[src/rtl/pulse_burst_scheduler.sv]
// pulse_burst_scheduler: programmable periodic pulse sequencer.
// Runs a modulo-period_r cycle counter under start/stop control and emits a
// one-cycle pulse at the end of each period, either for a fixed burst count or
// continuously (burst length 0).
// Optional feature macro PULSE_PAUSE_EN adds a 'pause' input that freezes the
// counter and burst count while running.
module pulse_burst_scheduler #(
    parameter int unsigned CNT_W      = 5,
    parameter int unsigned BURST_W    = 8,
    parameter int unsigned DEF_PERIOD = 20
) (
    input  logic               clk,
    input  logic               rst_n,
    input  logic               cfg_we,
    input  logic [CNT_W-1:0]   cfg_period,
    input  logic [BURST_W-1:0] cfg_burst,
    input  logic               start,
    input  logic               stop,
`ifdef PULSE_PAUSE_EN
    input  logic               pause,
`endif
    output logic [CNT_W-1:0]   cnt,
    output logic               periodic_pulses,
    output logic [BURST_W-1:0] pulses_left,
    output logic               busy,
    output logic               done
);

    typedef enum logic [1:0] {
        IDLE = 2'd0,
        RUN  = 2'd1,
        DONE = 2'd2
    } state_e;

    localparam logic [CNT_W-1:0] MIN_PERIOD = CNT_W'(2);
    localparam logic [CNT_W-1:0] RST_PERIOD = CNT_W'(DEF_PERIOD);

    state_e             state_q, state_d;
    logic [CNT_W-1:0]   cnt_q, cnt_d;
    logic [CNT_W-1:0]   period_q, period_d;
    logic [BURST_W-1:0] burst_q, burst_d;
    logic [BURST_W-1:0] left_q, left_d;
    logic               pulse_c;
    logic               paused_c;

    // Pause qualifier: real input when the feature is built in, otherwise never paused
`ifdef PULSE_PAUSE_EN
    assign paused_c = pause;
`else
    assign paused_c = 1'b0;
`endif

    // State, counter and configuration registers
    always_ff @(posedge clk or negedge rst_n) begin
        if (!rst_n) begin
            state_q  <= IDLE;
            cnt_q    <= '0;
            period_q <= RST_PERIOD;
            burst_q  <= '0;
            left_q   <= '0;
        end else begin
            state_q  <= state_d;
            cnt_q    <= cnt_d;
            period_q <= period_d;
            burst_q  <= burst_d;
            left_q   <= left_d;
        end
    end

    // Next-state, counter, burst bookkeeping and pulse decode
    always_comb begin
        state_d  = state_q;
        cnt_d    = cnt_q;
        period_d = period_q;
        burst_d  = burst_q;
        left_d   = left_q;
        pulse_c  = (state_q == RUN) && (cnt_q == period_q - CNT_W'(1)) && !paused_c;

        case (state_q)
            IDLE: begin
                cnt_d  = '0;
                left_d = burst_q;
                if (cfg_we) begin
                    // Config write takes priority over a simultaneous start
                    period_d = (cfg_period < MIN_PERIOD) ? MIN_PERIOD : cfg_period;
                    burst_d  = cfg_burst;
                    left_d   = cfg_burst;
                end else if (start) begin
                    state_d = RUN;
                end
            end
            RUN: begin
                if (stop) begin
                    // Abort wins over burst completion, no done strobe
                    state_d = IDLE;
                    cnt_d   = '0;
                    left_d  = burst_q;
                end else if (!paused_c) begin
                    if (pulse_c) begin
                        cnt_d = '0;
                        if (burst_q != '0) begin
                            if (left_q == BURST_W'(1)) begin
                                state_d = DONE;
                                left_d  = '0;
                            end else begin
                                left_d = left_q - BURST_W'(1);
                            end
                        end
                    end else begin
                        cnt_d = cnt_q + CNT_W'(1);
                    end
                end
            end
            DONE: begin
                state_d = IDLE;
                cnt_d   = '0;
                left_d  = burst_q;
            end
            default: begin
                state_d = IDLE;
                cnt_d   = '0;
                left_d  = '0;
            end
        endcase
    end

    assign cnt             = cnt_q;
    assign pulses_left     = left_q;
    assign periodic_pulses = pulse_c;
    assign busy            = (state_q == RUN);
    assign done            = (state_q == DONE);

endmodule

[config.mk]
export PLATFORM = sky130hd
export DESIGN_NAME = pulse_burst_scheduler
export DESIGN_NICKNAME = d
export VERILOG_FILES = /design/src/rtl/pulse_burst_scheduler.sv
export SDC_FILE = /design/constraint.sdc
export NUM_CORES = 1
export LEC_CHECK = 0
export CORE_ASPECT_RATIO = 1.5
export CORE_MARGIN = 5
export CORE_UTILIZATION = 51
export DETAILED_ROUTE_END_ITERATION = 6
export HOLD_SLACK_MARGIN = 0.03
export PLACE_DENSITY = 0.79
export SLEW_MARGIN = 20
export SYNTH_ARGS = -nofsm -noshare
export SYNTH_HDL_FRONTEND = slang
export SYNTH_SLANG_ARGS = --single-unit
[constraint.sdc]
create_clock -name clk -period 2.7 [get_ports clk]
set_input_delay 0.54 -clock clk [delete_from_list [all_inputs] [get_ports clk]]
set_output_delay 0.54 -clock clk [all_outputs]
set_load 0.01 [all_outputs]
; ---- Word-level counts from Yosys, hierarchy flattened
; Cells that the tools add are included.
[op_classes]
add_sub_neg = 3
n_lt_le_gt_ge = 1
eq_ne = 9
n_mux = 17
n_reduce_logical = 6
[ops]
columns = op, n
row1 = two-way mux 8 bit, 5
row2 = case mux 8 bit (3 select lines), 1
row3 = two-way mux 5 bit, 4
row4 = two-way mux 2 bit, 6
row5 = "equality test 8 x 1 -> 1 bit, second input constant", 1
row6 = nonzero test 8 bit, 1
row7 = "subtractor 8 x 1 -> 8 bit, second input constant", 1
row8 = "inequality test 3 x 2 -> 1 bit, second input constant", 2
row9 = "adder 5 x 1 -> 5 bit, second input constant", 1
row10 = equality test 5 bit, 1
row11 = "less-than comparator 5 x 2 -> 1 bit, second input constant", 1
row12 = AND reduction 5 bit, 1
row13 = "subtractor 5 x 1 -> 5 bit, second input constant", 1
row14 = "inequality test 2 bit, second input constant", 2
row15 = case mux 2 bit (2 select lines), 1
row16 = AND reduction 2 bit, 2
row17 = "inequality test 3 bit, second input constant", 1
row18 = "equality test 2 x 1 -> 1 bit, second input constant", 1
row19 = "equality test 2 bit, second input constant", 1
row20 = logical NOT 2 bit, 1
row21 = logical AND 1 bit, 1
[word_totals]
register_bits = 28
in_bits = 18
output_inout_bits = 16
word_cells = 41

; ---- Longest topological paths before layout
; Gate-level depths: netlist (run 1).
[depth]
depth_word = 6
ltp_mapped = 8
ltp_nobuf = 7

; ---- Least setup slack after synthesis (run 1)
; No wires, ideal clock.
[synth_path]
kind = flip-flop to output port
start = register period_q[0]
end = output port periodic_pulses
t_arrival_ps = 1681
required_ps = 2160
setup_slack_ps = 479
path_stages_with_launch = 7
path_buffers = 0
cell_sequence = dfrtp_1 -> inv_1 -> ha_1 -> xor3_1 -> nor3_1 -> nand4bb_1 -> nor3b_1
[synth_via]
elab_chain_len = 3
[synth_rtl]
columns = item, line_no
row1 = start: declaration, 40  ; logic [CNT_W-1:0] period_q, period_d;
row2 = start signal: assignment, 64  ; period_q <= period_d;
row3 = subtractor 5 x 1 -> 5 bit, 77  ; pulse_c = (state_q == RUN) && (cnt_q == period_q - CNT_W'(1)) && !paused_c;
row4 = equality test 5 bit, 77
row5 = logical AND 1 bit, 77
row6 = end: declaration, 23  ; output logic periodic_pulses,
; Every way passes these cells.

; ---- Final worst setup path (run 1)
[layout_path]
start = register period_q[1]
end = output port periodic_pulses
; Same word-level chain as after synthesis.

==> out/summary.log, run 1 <==
qor: run_status.status finished, final reports clean
qor: finish.fill_cells 264
qor: power.worst_ir_drop_vdd 0.000417 V
qor: synth.postSynthAreaPerCell 8.84 sq um
qor: sta.relSlewSlack 63.1%
qor: sta.achievable-frequency 381 MHz
qor: critical_path.timing.critical_path.max_delay_family simple AND/OR/NAND/NOR gates
qor: floorplanning.die-width 57.0 microns
qor: drt.totalWireLength 4570 microns
qor: sta.slew_violations 0
qor: drt.remaining_drc_errors 0
qor: sta.layout_min_cycle_time 2.62 ns
qor: synth.synthDominantAreaCellType sky130_fd_sc_hd__dfrtp_1
qor: critical_path.critPathRequiredTime 2.16 ns
qor: finish.n_antenna_cell 0
qor: critical_path.critPathCaptureType output port
qor: floorplanning.floorplan.die_area 0.00459 sq mm
qor: critical_path.worstPathArrival 2.08 ns
qor: global_route.largest_net_degree_at_the_start_of_global_routing 29
qor: critical_path.critPathKind reg2out
qor: sta.hold_viol_final 0
qor: synth.netlist_area 0.00169 sq mm
qor: place.gp_routability_congestion 0.845
qor: global_route.grt_pass1_vias 1613
qor: floorplanning.die_height 80.5 microns
qor: drt.wirelength_per_cell 16.5 microns
qor: clock_network.clock_latency 0.27 ns
qor: finish.layout.area.seq 703 sq um
qor: global_route.grt_usage 20.0%
qor: floorplanning.placement_rows 25
qor: synth.ys_dominant_reg_cell sky130_fd_sc_hd__dfrtp_1
qor: finish.final_core_utilization 70.1%
qor: clock_network.cts_hold_buffers 0
qor: synth.yosys_register_bits 28
qor: drt.drt_iter0_markers 49
qor: clock_network.h_tree_lvls 1
qor: critical_path.path_cells inv_2 -> ha_2 -> xor3_1 -> nor3_2 -> nand4bb_1 -> nor3b_2 -> buf_2
qor: sta.finalSetupViolations 0
qor: clock_network.cts_tree yes
qor: sta.fin_skew 0.00313 ns
qor: drt.ant_nets 0
qor: sta.grt_setup_unrepaired yes
qor: synth.synth_edf_count 0
qor: floorplanning.core_region_area 0.00319 sq mm
qor: synth.netlist.area_leader.share 38.5%
qor: clock_network.clockBufferDepth 2
qor: drt.drt_first_pass_iters 4
qor: place.dpl.hpwl 3420 microns
qor: critical_path.worstPathMaxFanout 2
qor: finish.multiInputGateArea 956 sq um
qor: drt.routed-via-count 1640
qor: critical_path.cp_num_buf_inv 2
qor: place.dp.cells 265
qor: power.power_leakage 0.949 nW
qor: finish.finish.net_count 260
qor: sta.worstMarginPinSlew 0.553 ns
qor: finish.final_layout_size_suffix_gt1_share 16.0%
qor: place.place.port_buffers 33
qor: power.power_per_cell_area 585 mW/mm^2
qor: synth.synth_async_sr_flop_share 100%
qor: drt.post_drt_via_cell_ratio 5.92
qor: worst_hold_path.hold_class reg2reg
qor: clock_network.clock_tree.root_cell sky130_fd_sc_hd__clkbuf_8
qor: critical_path.slowest_stage sky130_fd_sc_hd__xor3_1
qor: sta.setup_ws 0.0785 ns
qor: global_route.antenna_found_initial 0
qor: floorplanning.io-pin-count 34
qor: synth.yosys-top-cells-area sky130_fd_sc_hd__dfrtp_1 39%, sky130_fd_sc_hd__nand2_1 8.9%, sky130_fd_sc_hd__xnor2_1 3.6%
qor: finish.fin_cells 277
qor: run.cap_viol_max_count 0
qor: synth.ys_warn_count 0
qor: synth.synth.yosys.seq_area_share 41.6%
qor: sta.holdWs 0.503 ns
qor: clock_network.clock_sink_count 28
qor: critical_path.worst_setup_path_start_kind flip-flop
qor: place.pre_cts_ws -0.0567 ns
qor: synth.yosys.cell_types.count 48
qor: global_route.grt_first_pass_wirelength 7200 microns
qor: synth.gate_count_after_technology_mapping 191
qor: clock_network.cts_made_buffers 3
qor: sta.layout_worst_path_cycle_share 97.1%
qor: floorplanning.initial_utilization 52.9%
qor: clock_network.worst_setup_hold_path_clk_slew 0.09 ns
qor: synth.postSynthNetCount 213
qor: critical_path.critical-path-max-stage-delay 0.43 ns
qor: finish.areaGrowthSynthToFinish 32.4%
qor: global_route.grt-ovfl-total 0
metrics by stage:
step | total power [mW] | instance area, sq um | TNS (ns)
2_1_floorplan | 0.824 | 1690 | 0
3_3_place_gp | 0.991 | 2100 | 0
3_5_place_dp | 1.01 | 2100 | -0.0567
4_1_cts | 1.29 | 2210 | 0
5_1_grt | 1.39 | 2240 | -0.0291
6_report | 1.31 | 2240 | 0
tightest hold or removal path, stage by stage (launching register included):
cell	delay, ns
sky130_fd_sc_hd__dfstp_2	0.39
sky130_fd_sc_hd__nand2_1	0.06
sky130_fd_sc_hd__nand2_1	0.05
layout make-up:
class,count,area share [%]
clock buffer,4,2.46
inverter,7,1.18
multi-input combinational,149,42.8
sequential,28,31.4
tap,40,2.24
timing repair buffer,49,19.9
flip-flops by register name (all words and copies together) (netlist names):
| register | flops |
|---|---|
| burst_q | 8 |
| cnt | 5 |
| period_q | 5 |
| pulses_left | 8 |
| state_q | 2 |
Yosys cell counts, types with 2 or more instances:
library cell,count
sky130_fd_sc_hd__nand2_1,40
sky130_fd_sc_hd__nor3b_1,2
sky130_fd_sc_hd__a22oi_1,5
sky130_fd_sc_hd__mux2i_1,2
sky130_fd_sc_hd__nor2b_1,4
sky130_fd_sc_hd__nor4_1,5
sky130_fd_sc_hd__o21ai_1,6
sky130_fd_sc_hd__o31a_1,2
sky130_fd_sc_hd__inv_1,7
sky130_fd_sc_hd__nor3_1,7
sky130_fd_sc_hd__nor2_1,16
sky130_fd_sc_hd__o22ai_1,2
sky130_fd_sc_hd__a22o_1,4
sky130_fd_sc_hd__o21ai_0,3
sky130_fd_sc_hd__or4_1,2
sky130_fd_sc_hd__ha_1,4
sky130_fd_sc_hd__a21oi_1,8
sky130_fd_sc_hd__nand3_1,3
sky130_fd_sc_hd__xnor2_1,7
sky130_fd_sc_hd__dfstp_2,2
sky130_fd_sc_hd__dfrtp_1,26
sky130_fd_sc_hd__clkbuf_1,6
sky130_fd_sc_hd__xor2_1,2
sky130_fd_sc_hd__a221oi_1,2
where the power goes:
group          internal (mW)  switching (mW)  leakage [nW]  total, mW
Clock                  0.131           0.130        0.0288      0.261
Combinational          0.243           0.223         0.572      0.466
Sequential             0.488          0.0932         0.348      0.581
Total                  0.861           0.447         0.949       1.31
path summary, 6_finish.rpt:
check	cells past startpoint	from	slack, ns	end
worst max-delay path	7	period_q[1]	0.08	periodic_pulses
worst min-delay path	2	period_q[4]	0.50	period_q[4]
worst max register to register	13	period_q[1]	0.13	cnt[1]
worst min register to register	2	period_q[4]	0.50	period_q[4]
max in group asynchronous	2	rst_n	1.75	period_q[2]
min in group asynchronous	2	rst_n	0.63	burst_q[4]
placed cells by master (no fill, tap or decap), types with 6 or more instances in the layout:
cell type and count:
sky130_fd_sc_hd__a21oi_1 8, sky130_fd_sc_hd__buf_4 16, sky130_fd_sc_hd__clkdlybuf4s50_1 32, sky130_fd_sc_hd__dfrtp_1 26, sky130_fd_sc_hd__inv_1 6, sky130_fd_sc_hd__nand2_1 39
sky130_fd_sc_hd__nor2_1 16, sky130_fd_sc_hd__nor3_1 6, sky130_fd_sc_hd__o21ai_1 6, sky130_fd_sc_hd__xnor2_1 7
metal layers:
metal | GRT usage (%) | routed length [microns] | up-vias
li1 | - | - | 775
met1 | 22.7 | 1800 | 787
met2 | 36.6 | 2400 | 62
met3 | 3.05 | 211 | 16
met4 | 8.12 | 146 | 0
met5 | 0 | 0 | -
cells by family (layout without fill, tap and decap cells):
group / after synthesis / after routing / share of synthesized area [%]
AO/OA/AOI/OAI: 42 / 42 / 17.7
multiplexers: 2 / 2 / 1.19
AND/OR/NAND/NOR: 91 / 91 / 26.9
adder cells (fa/ha/maj): 4 / 4 / 2.96
flip-flops: 28 / 28 / 41.6
XOR/XNOR: 10 / 10 / 6.07
buffers and inverters: 14 / 60 / 3.56
repair_timing:
item | 4_1_cts | 5_1_grt
gates cloned | 0 | 0
gates resized for setup | 6 | 7
buffers inserted | 7 | 2
setup endpoints to repair | 1 | 5
pin swaps | 2 | 5
No activity file was read; power rests on OpenSTA's default activity.
==> run 2, diff against run 1 <==
--- a/config.mk
+++ b/config.mk
@@ -5,12 +5,13 @@
 export SDC_FILE = /design/constraint.sdc
 export NUM_CORES = 1
 export LEC_CHECK = 0
+export ABC_AREA = 1
 export CORE_ASPECT_RATIO = 1.5
-export CORE_MARGIN = 5
-export CORE_UTILIZATION = 51
+export CORE_UTILIZATION = 52
+export CTS_CLUSTER_SIZE = 10
 export DETAILED_ROUTE_END_ITERATION = 6
 export HOLD_SLACK_MARGIN = 0.03
-export PLACE_DENSITY = 0.79
+export PLACE_DENSITY = 0.8
 export SLEW_MARGIN = 20
 export SYNTH_ARGS = -nofsm -noshare
 export SYNTH_HDL_FRONTEND = slang
==> run 2 against run 1 <==
Net effect:
- sequential share of layout area up 0.32 points
- global-route usage up 4.7 points
- fmax up 17%
- critical path type unchanged
- largest power group is now combinational logic
==> out/summary.log, run 2 <==
qor: finish.n_antenna_cell 0
qor: power.p_clk_share 10.8%
qor: worst_hold_path.hold_class reg2reg
qor: power.power.switching 1.09 mW
qor: global_route.antenna_found_initial 0
qor: clock_network.clockBufferDepth 2
qor: sta.final.setup.tns 0 ns
qor: clock_network.clock_tree.root_cell sky130_fd_sc_hd__clkbuf_8
qor: sta.finalSetupViolations 0
qor: power.switching_share 45.7%
qor: floorplanning.initial_utilization 55.7%
qor: synth.synth_edf_count 0
qor: synth.synth_most_common_cell sky130_fd_sc_hd__nand2_1
qor: critical_path.slowest_stage sky130_fd_sc_hd__dfrtp_1
qor: power.worst_ir_drop_vdd 0.000578 V
qor: clock_network.cts_hold_buffers 0
qor: synth.postSynthAreaPerCell 7.41 sq um
qor: floorplanning.die_height 73.6 microns
qor: synth.synthDominantAreaCellType sky130_fd_sc_hd__dfrtp_1
qor: critical_path.critPathCaptureType output port
qor: synth.yosys.cell_types.count 34
qor: critical_path.worst_setup_path_start_kind flip-flop
qor: power.power_per_cell_area 1080 mW/mm^2
qor: place.place.port_buffers 33
qor: critical_path.crit_path_frequent_cell sky130_fd_sc_hd__nand2_1
qor: clock_network.cts_made_buffers 3
qor: sta.layout_min_cycle_time 2.25 ns
qor: place.dp.cells 311
qor: finish.areaGrowthSynthToFinish 24.5%
qor: critical_path.path_cells inv_2 -> ha_1 -> inv_1 -> nand2_1 -> nand2_1 -> nor2_1 -> nand2_1 -> nor2_2 -> nand2_2 -> nor2_1 -> dlymetal6s2s_1
qor: synth.synth_top_cells_by_count 55 x sky130_fd_sc_hd__nand2_1, 28 x sky130_fd_sc_hd__inv_1, 26 x sky130_fd_sc_hd__dfrtp_1
qor: worst_hold_path.hp-start period_q[4]
qor: global_route.largest_net_degree_at_the_start_of_global_routing 29
qor: drt.drt_first_pass_iters 4
qor: place.pre_cts_ws 0.302 ns
qor: drt.ant_nets 0
qor: floorplanning.die-width 49.7 microns
qor: floorplanning.core_region_area 0.00319 sq mm
qor: drt.routed-via-count 1643
qor: run_status.status finished, final reports clean
qor: synth.netlist.area_leader.share 36.6%
qor: synth.ys_dominant_reg_cell sky130_fd_sc_hd__dfrtp_1
qor: sta.hold_viol_final 0
qor: sta.grt_setup_unrepaired no
qor: critical_path.critical-path-max-stage-delay 0.37 ns
qor: clock_network.h_tree_lvls 1
qor: finish.finish.net_count 299
qor: drt.wirelength_per_cell 12.5 microns
qor: critical_path.critPathKind reg2out
qor: drt.remaining_drc_errors 0
qor: worst_hold_path.hold-path-cell-count 2
qor: sta.fin_skew 0.00150 ns
qor: synth.synth_async_sr_flop_share 100%
qor: floorplanning.placement_rows 25
qor: finish.final_layout_size_suffix_gt1_share 14.1%
qor: sta.worstMarginPinSlew 0.354 ns
qor: power.finalPower 2.39 mW
qor: critical_path.worstSetupStartpoint period_q[0]
qor: global_route.grt_first_pass_wirelength 6890 microns
qor: place.dpl.hpwl 3010 microns
qor: floorplanning.floorplan.die_area 0.00366 sq mm
qor: critical_path.worstPathMaxFanout 4
qor: critical_path.r2r-end pulses_left[6]
qor: sta.layout_worst_path_cycle_share 83.3%
qor: finish.mostFrequentLayoutCell sky130_fd_sc_hd__nand2_1
qor: drt.post_drt_via_cell_ratio 5.20
qor: synth.postSynthNetCount 262
qor: floorplanning.io-pin-count 34
qor: clock_network.clock_latency 0.27 ns
qor: synth.ys_warn_count 0
qor: critical_path.timing.critical_path.max_delay_family simple AND/OR/NAND/NOR gates
qor: synth.synth.yosys.seq_area_share 39.5%
qor: sta.achievable-frequency 445 MHz
qor: synth.yosys-top-cells-area sky130_fd_sc_hd__dfrtp_1 37%, sky130_fd_sc_hd__nand2_1 12%, sky130_fd_sc_hd__inv_1 5.9%
qor: critical_path.crit-reg2reg-launch period_q[0]
qor: sta.relSlewSlack 76.4%
qor: power.internal-power 1.30 mW
qor: sta.slew_violations 0
qor: critical_path.cp_num_buf_inv 3
qor: clock_network.clock_sink_count 28
qor: worst_hold_path.hold_end period_q[4]
qor: finish.final_cell_mix 55 x sky130_fd_sc_hd__nand2_1, 32 x sky130_fd_sc_hd__clkdlybuf4s50_1, 28 x sky130_fd_sc_hd__inv_1
qor: critical_path.critPathRequiredTime 2.16 ns
qor: power.power_leakage 1.08 nW
qor: global_route.grt_pass1_vias 1581
qor: global_route.grt_usage 24.7%
qor: finish.final_core_utilization 69.4%
qor: drt.totalWireLength 3940 microns
qor: global_route.grt-ovfl-total 0
qor: power.power_frac_comb 56.4%
qor: finish.fin_cells 316
qor: clock_network.cts_tree yes
qor: run.cap_viol_max_count 0
qor: synth.yosys_register_bits 28
qor: critical_path.rrSetupSlack 0.95 ns
qor: place.gp_routability_congestion 0.925
qor: critical_path.reg2reg_depth 13
qor: sta.setup_ws 0.452 ns
qor: clock_network.worst_setup_hold_path_clk_slew 0.09 ns
qor: critical_path.worstPathArrival 1.71 ns
qor: drt.drt_iter0_markers 44
qor: synth.netlist_area 0.00178 sq mm
qor: synth.gate_count_after_technology_mapping 240
qor: power.share_seq_of_total_power 32.7%
-- run 2: cell types whose count changed after synthesis, sizes merged, moves of 7 or more --
cell / change
inv: +32
nand2: +23
o21ai: +18
nand3: +17
nor2: +7
nor3: -7
-- run 2: worst max path at each step --
stage / to / slack, ns / cells past startpoint
2_1_floorplan: periodic_pulses / 0.88 / 9
3_3_place_gp: periodic_pulses / 0.40 / 11
3_5_place_dp: periodic_pulses / 0.30 / 11
4_1_cts: periodic_pulses / 0.03 / 11
5_1_grt: periodic_pulses / 0.29 / 11
6_report: periodic_pulses / 0.45 / 11
-- run 2: metrics by stage --
step	cell area, sq um	hold WS (ns)
2_1_floorplan	1780	0.244
3_3_place_gp	2150	0.479
3_5_place_dp	2150	0.490
4_1_cts	2210	0.503
5_1_grt	2210	0.539
6_report	2210	0.499
-- run 2: layer usage --
layer,global-route usage [%],vias up,part of all wire [%]
met4,5.71,0,2.3
li1,-,849,-
met2,48.9,36,54
met3,1.86,7,2.8
met5,0,-,0
met1,28.1,751,41
-- run 2: tightest hold or removal path: stages, from the launching register on --
cell and delay, ns:
sky130_fd_sc_hd__dfstp_2 0.39, sky130_fd_sc_hd__nand2_1 0.07, sky130_fd_sc_hd__nand2_1 0.04
-- run 2: cells by family after synthesis --
logic type      synth area share (%)
simple gates                    30.5
flops                           39.5
xor+xnor                        3.45
fa+ha+maj                       2.82
compound gates                  13.6
buf+inv                         10.1
-- run 2: cell type report --
class	count	area (sq um)
clock buffers	4	55.1
fillers	279	977
inverters	39	151
multi-input cells	169	898
flip-flops and latches	28	703
well taps	40	50.0
repair buffers	36	355
-- run 2: timing repair --
| action | CTS | global route |
|---|---|---|
| resized for setup | 0 | 2 |
| setup endpoints to repair | 1 | 1 |
| buffers inserted | 1 | 0 |
-- run 2: power groups by stage --
stage / sequential (mW) / clock [mW] / combinational (mW)
5_1_grt: 0.811 / 0.278 / 1.54
4_1_cts: 0.784 / 0.262 / 1.35
6_report: 0.783 / 0.259 / 1.35
2_1_floorplan: 0.790 / 0 / 0.910
3_3_place_gp: 0.788 / 0 / 1.30
3_5_place_dp: 0.793 / 0 / 1.34
==> run 3, diff against run 2 <==
--- a/config.mk
+++ b/config.mk
@@ -7,11 +7,11 @@
 export LEC_CHECK = 0
 export ABC_AREA = 1
 export CORE_ASPECT_RATIO = 1.5
-export CORE_UTILIZATION = 52
+export CORE_UTILIZATION = 47
 export CTS_CLUSTER_SIZE = 10
 export DETAILED_ROUTE_END_ITERATION = 6
 export HOLD_SLACK_MARGIN = 0.03
-export PLACE_DENSITY = 0.8
+export PLACE_DENSITY = 0.76
 export SLEW_MARGIN = 20
 export SYNTH_ARGS = -nofsm -noshare
 export SYNTH_HDL_FRONTEND = slang
==> constraint.sdc (replaced) <==
create_clock -name clk -period 2.05 [get_ports clk]
set_input_delay 0.41 -clock clk [delete_from_list [all_inputs] [get_ports clk]]
set_output_delay 0.41 -clock clk [all_outputs]
set_load 0.01 [all_outputs]
==> run 3 against run 2 <==
Net effect:
- clock power up 18%
- clock skew up 0.0038 ns
- final cell count up 3.5%
- routed wire length up 6.1%
- utilization down 6.6 points
- global-route usage down 2.2 points
- sequential share of layout area down 1.1 points
- clock-buffer cell count unchanged
- first-iteration DRC count unchanged
- die area up 10%
- register-to-register slack worse by 0.74 ns
- highest routed layer unchanged
==> out/summary.log, run 3 (same netlist as run 2, synthesis figures left out) <==
qor: floorplanning.die-width 52.2 microns
qor: drt.remaining_drc_errors 0
qor: critical_path.worst_setup_path_start_kind flip-flop
qor: critical_path.worstPathMaxFanout 2
qor: global_route.grt_first_pass_wirelength 6900 microns
qor: clock_network.clock_sink_count 28
qor: sta.relSlewSlack 75.6%
qor: critical_path.crit_path_frequent_cell sky130_fd_sc_hd__nand2_1
qor: sta.layout_worst_path_cycle_share 99.3%
qor: drt.totalWireLength 4180 microns
qor: run.cap_viol_max_count 0
qor: finish.areaGrowthSynthToFinish 28.8%
qor: critical_path.critPathKind reg2out
qor: global_route.grt_pass1_vias 1645
qor: floorplanning.initial_utilization 48.7%
qor: drt.drt_iter0_markers 44
qor: sta.worstMarginPinSlew 0.366 ns
qor: place.pre_cts_ws -0.120 ns
qor: power.worst_ir_drop_vdd 0.000831 V
qor: clock_network.cts_made_buffers 3
qor: power.power.switching 1.49 mW
qor: power.switching_share 45.6%
qor: clock_network.clock_tree.root_cell sky130_fd_sc_hd__clkbuf_8
qor: finish.multiInputGateArea 928 sq um
qor: place.dpl.hpwl 3040 microns
qor: place.placedInstanceArea 0.00221 sq mm
qor: power.share_seq_of_total_power 31.4%
qor: finish.layout.area.seq 703 sq um
qor: place.place.port_buffers 33
qor: clock_network.cts_tree yes
qor: global_route.largest_net_degree_at_the_start_of_global_routing 29
qor: floorplanning.core_region_area 0.00365 sq mm
qor: critical_path.critPathCaptureType output port
qor: critical_path.critPathRequiredTime 1.64 ns
qor: power.power_leakage 1.09 nW
qor: drt.ant_nets 0
qor: finish.final_design_area_no_fill 0.00229 sq mm
qor: clock_network.clockBufferDepth 2
qor: drt.wirelength_per_cell 12.8 microns
qor: critical_path.worstPathArrival 1.63 ns
qor: floorplanning.placement_rows 27
qor: power.power_per_cell_area 1430 mW/mm^2
qor: finish.finish.net_count 307
qor: critical_path.cp_num_buf_inv 3
qor: finish.final_layout_size_suffix_gt1_share 17.3%
qor: global_route.antenna_found_initial 0
qor: critical_path.slowest_stage sky130_fd_sc_hd__dfrtp_1
qor: clock_network.clock_latency 0.27 ns
qor: drt.routed-via-count 1691
qor: power.power_frac_comb 59.3%
qor: critical_path.critical-path-max-stage-delay 0.38 ns
qor: floorplanning.die_height 77.3 microns
qor: finish.n_antenna_cell 0
qor: clock_network.h_tree_lvls 1
qor: sta.setup_ws 0.0137 ns
qor: global_route.grt_usage 22.6%
qor: sta.layout_min_cycle_time 2.04 ns
qor: sta.fin_skew 0.00534 ns
qor: critical_path.timing.critical_path.max_delay_family simple AND/OR/NAND/NOR gates
qor: drt.drt_first_pass_iters 4
qor: drt.post_drt_via_cell_ratio 5.17
qor: power.internal-power 1.78 mW
qor: global_route.grt-ovfl-total 0
qor: clock_network.worst_setup_hold_path_clk_slew 0.09 ns
qor: sta.final.setup.tns 0 ns
qor: run_status.status finished, final reports clean
qor: power.p_clk_share 9.3%
qor: sta.finalSetupViolations 0
qor: sta.slew_violations 0
qor: floorplanning.io-pin-count 34
qor: place.gp_routability_congestion 0.811
qor: sta.grt_setup_unrepaired yes
qor: sta.achievable-frequency 491 MHz
qor: finish.final_core_utilization 62.8%
qor: critical_path.path_cells inv_2 -> ha_4 -> inv_2 -> nand2_1 -> nand2_1 -> nor2_1 -> nand2_1 -> nor2_2 -> nand2_2 -> nor2_1 -> buf_2
qor: worst_hold_path.hold_class in2async
qor: finish.mostFrequentLayoutCell sky130_fd_sc_hd__nand2_1
qor: finish.fill_cells 323
qor: floorplanning.floorplan.die_area 0.00404 sq mm
qor: sta.hold_viol_final 0
qor: finish.final_cell_mix 55 x sky130_fd_sc_hd__nand2_1, 32 x sky130_fd_sc_hd__clkdlybuf4s50_1, 27 x sky130_fd_sc_hd__inv_1
==> run 3: timing repair <==
item	CTS	global route
hold endpoints to repair	0	0
hold buffers	0	0
endpoints found under the setup margin	1	1
gates resized for setup	6	3
cloned	0	0
pin swaps	3	4
buffers inserted	0	1
==> run 3: final timing paths <==
path                             start         endpoint  slack (ns)  depth (start not counted)
max                        period_q[0]  periodic_pulses        0.01                         11
min                              rst_n           cnt[2]        0.50                          2
max reg2reg                period_q[0]   pulses_left[3]        0.21                         15
min reg2reg                period_q[4]      period_q[4]        0.50                          2
max in group asynchronous        rst_n      period_q[4]        1.22                          2
min in group clk           period_q[4]      period_q[4]        0.50                          2
==> run 3: routing by layer <==
metal	up-vias	share of wire (%)	GRT usage, %
met5	-	0	0
met3	12	2.9	1.19
li1	857	-	-
met4	0	4.2	9.21
met1	773	40	24.4
met2	49	53	42.9
==> run 3: per-stage QoR <==
stage / hold slack, ns / cells / power [mW]
floorplan: 0.114 / 240 / 2.24
global placement: 0.478 / 322 / 2.85
detailed placement: 0.496 / 322 / 2.88
CTS: 0.510 / 326 / 3.24
global route: 0.536 / 327 / 3.56
finish: 0.504 / 327 / 3.27
==> run 3: cell type report <==
| class | count | share of cell area (%) |
|---|---|---|
| multi-input combinational | 169 | 40.5 |
| sequential | 28 | 30.7 |
| timing repair buffer | 44 | 17.8 |
| inverter | 39 | 6.61 |
| tap | 43 | 2.35 |
| clock buffer | 4 | 1.97 |
==> run 3: power by group through the flow <==
stage / sequential, mW / clock (mW) / combinational [mW]
2_1_floorplan: 1.04 / 0 / 1.20
3_3_place_gp: 1.03 / 0 / 1.82
3_5_place_dp: 1.03 / 0 / 1.85
4_1_cts: 1.03 / 0.317 / 1.89
5_1_grt: 1.05 / 0.334 / 2.18
6_report: 1.03 / 0.305 / 1.94
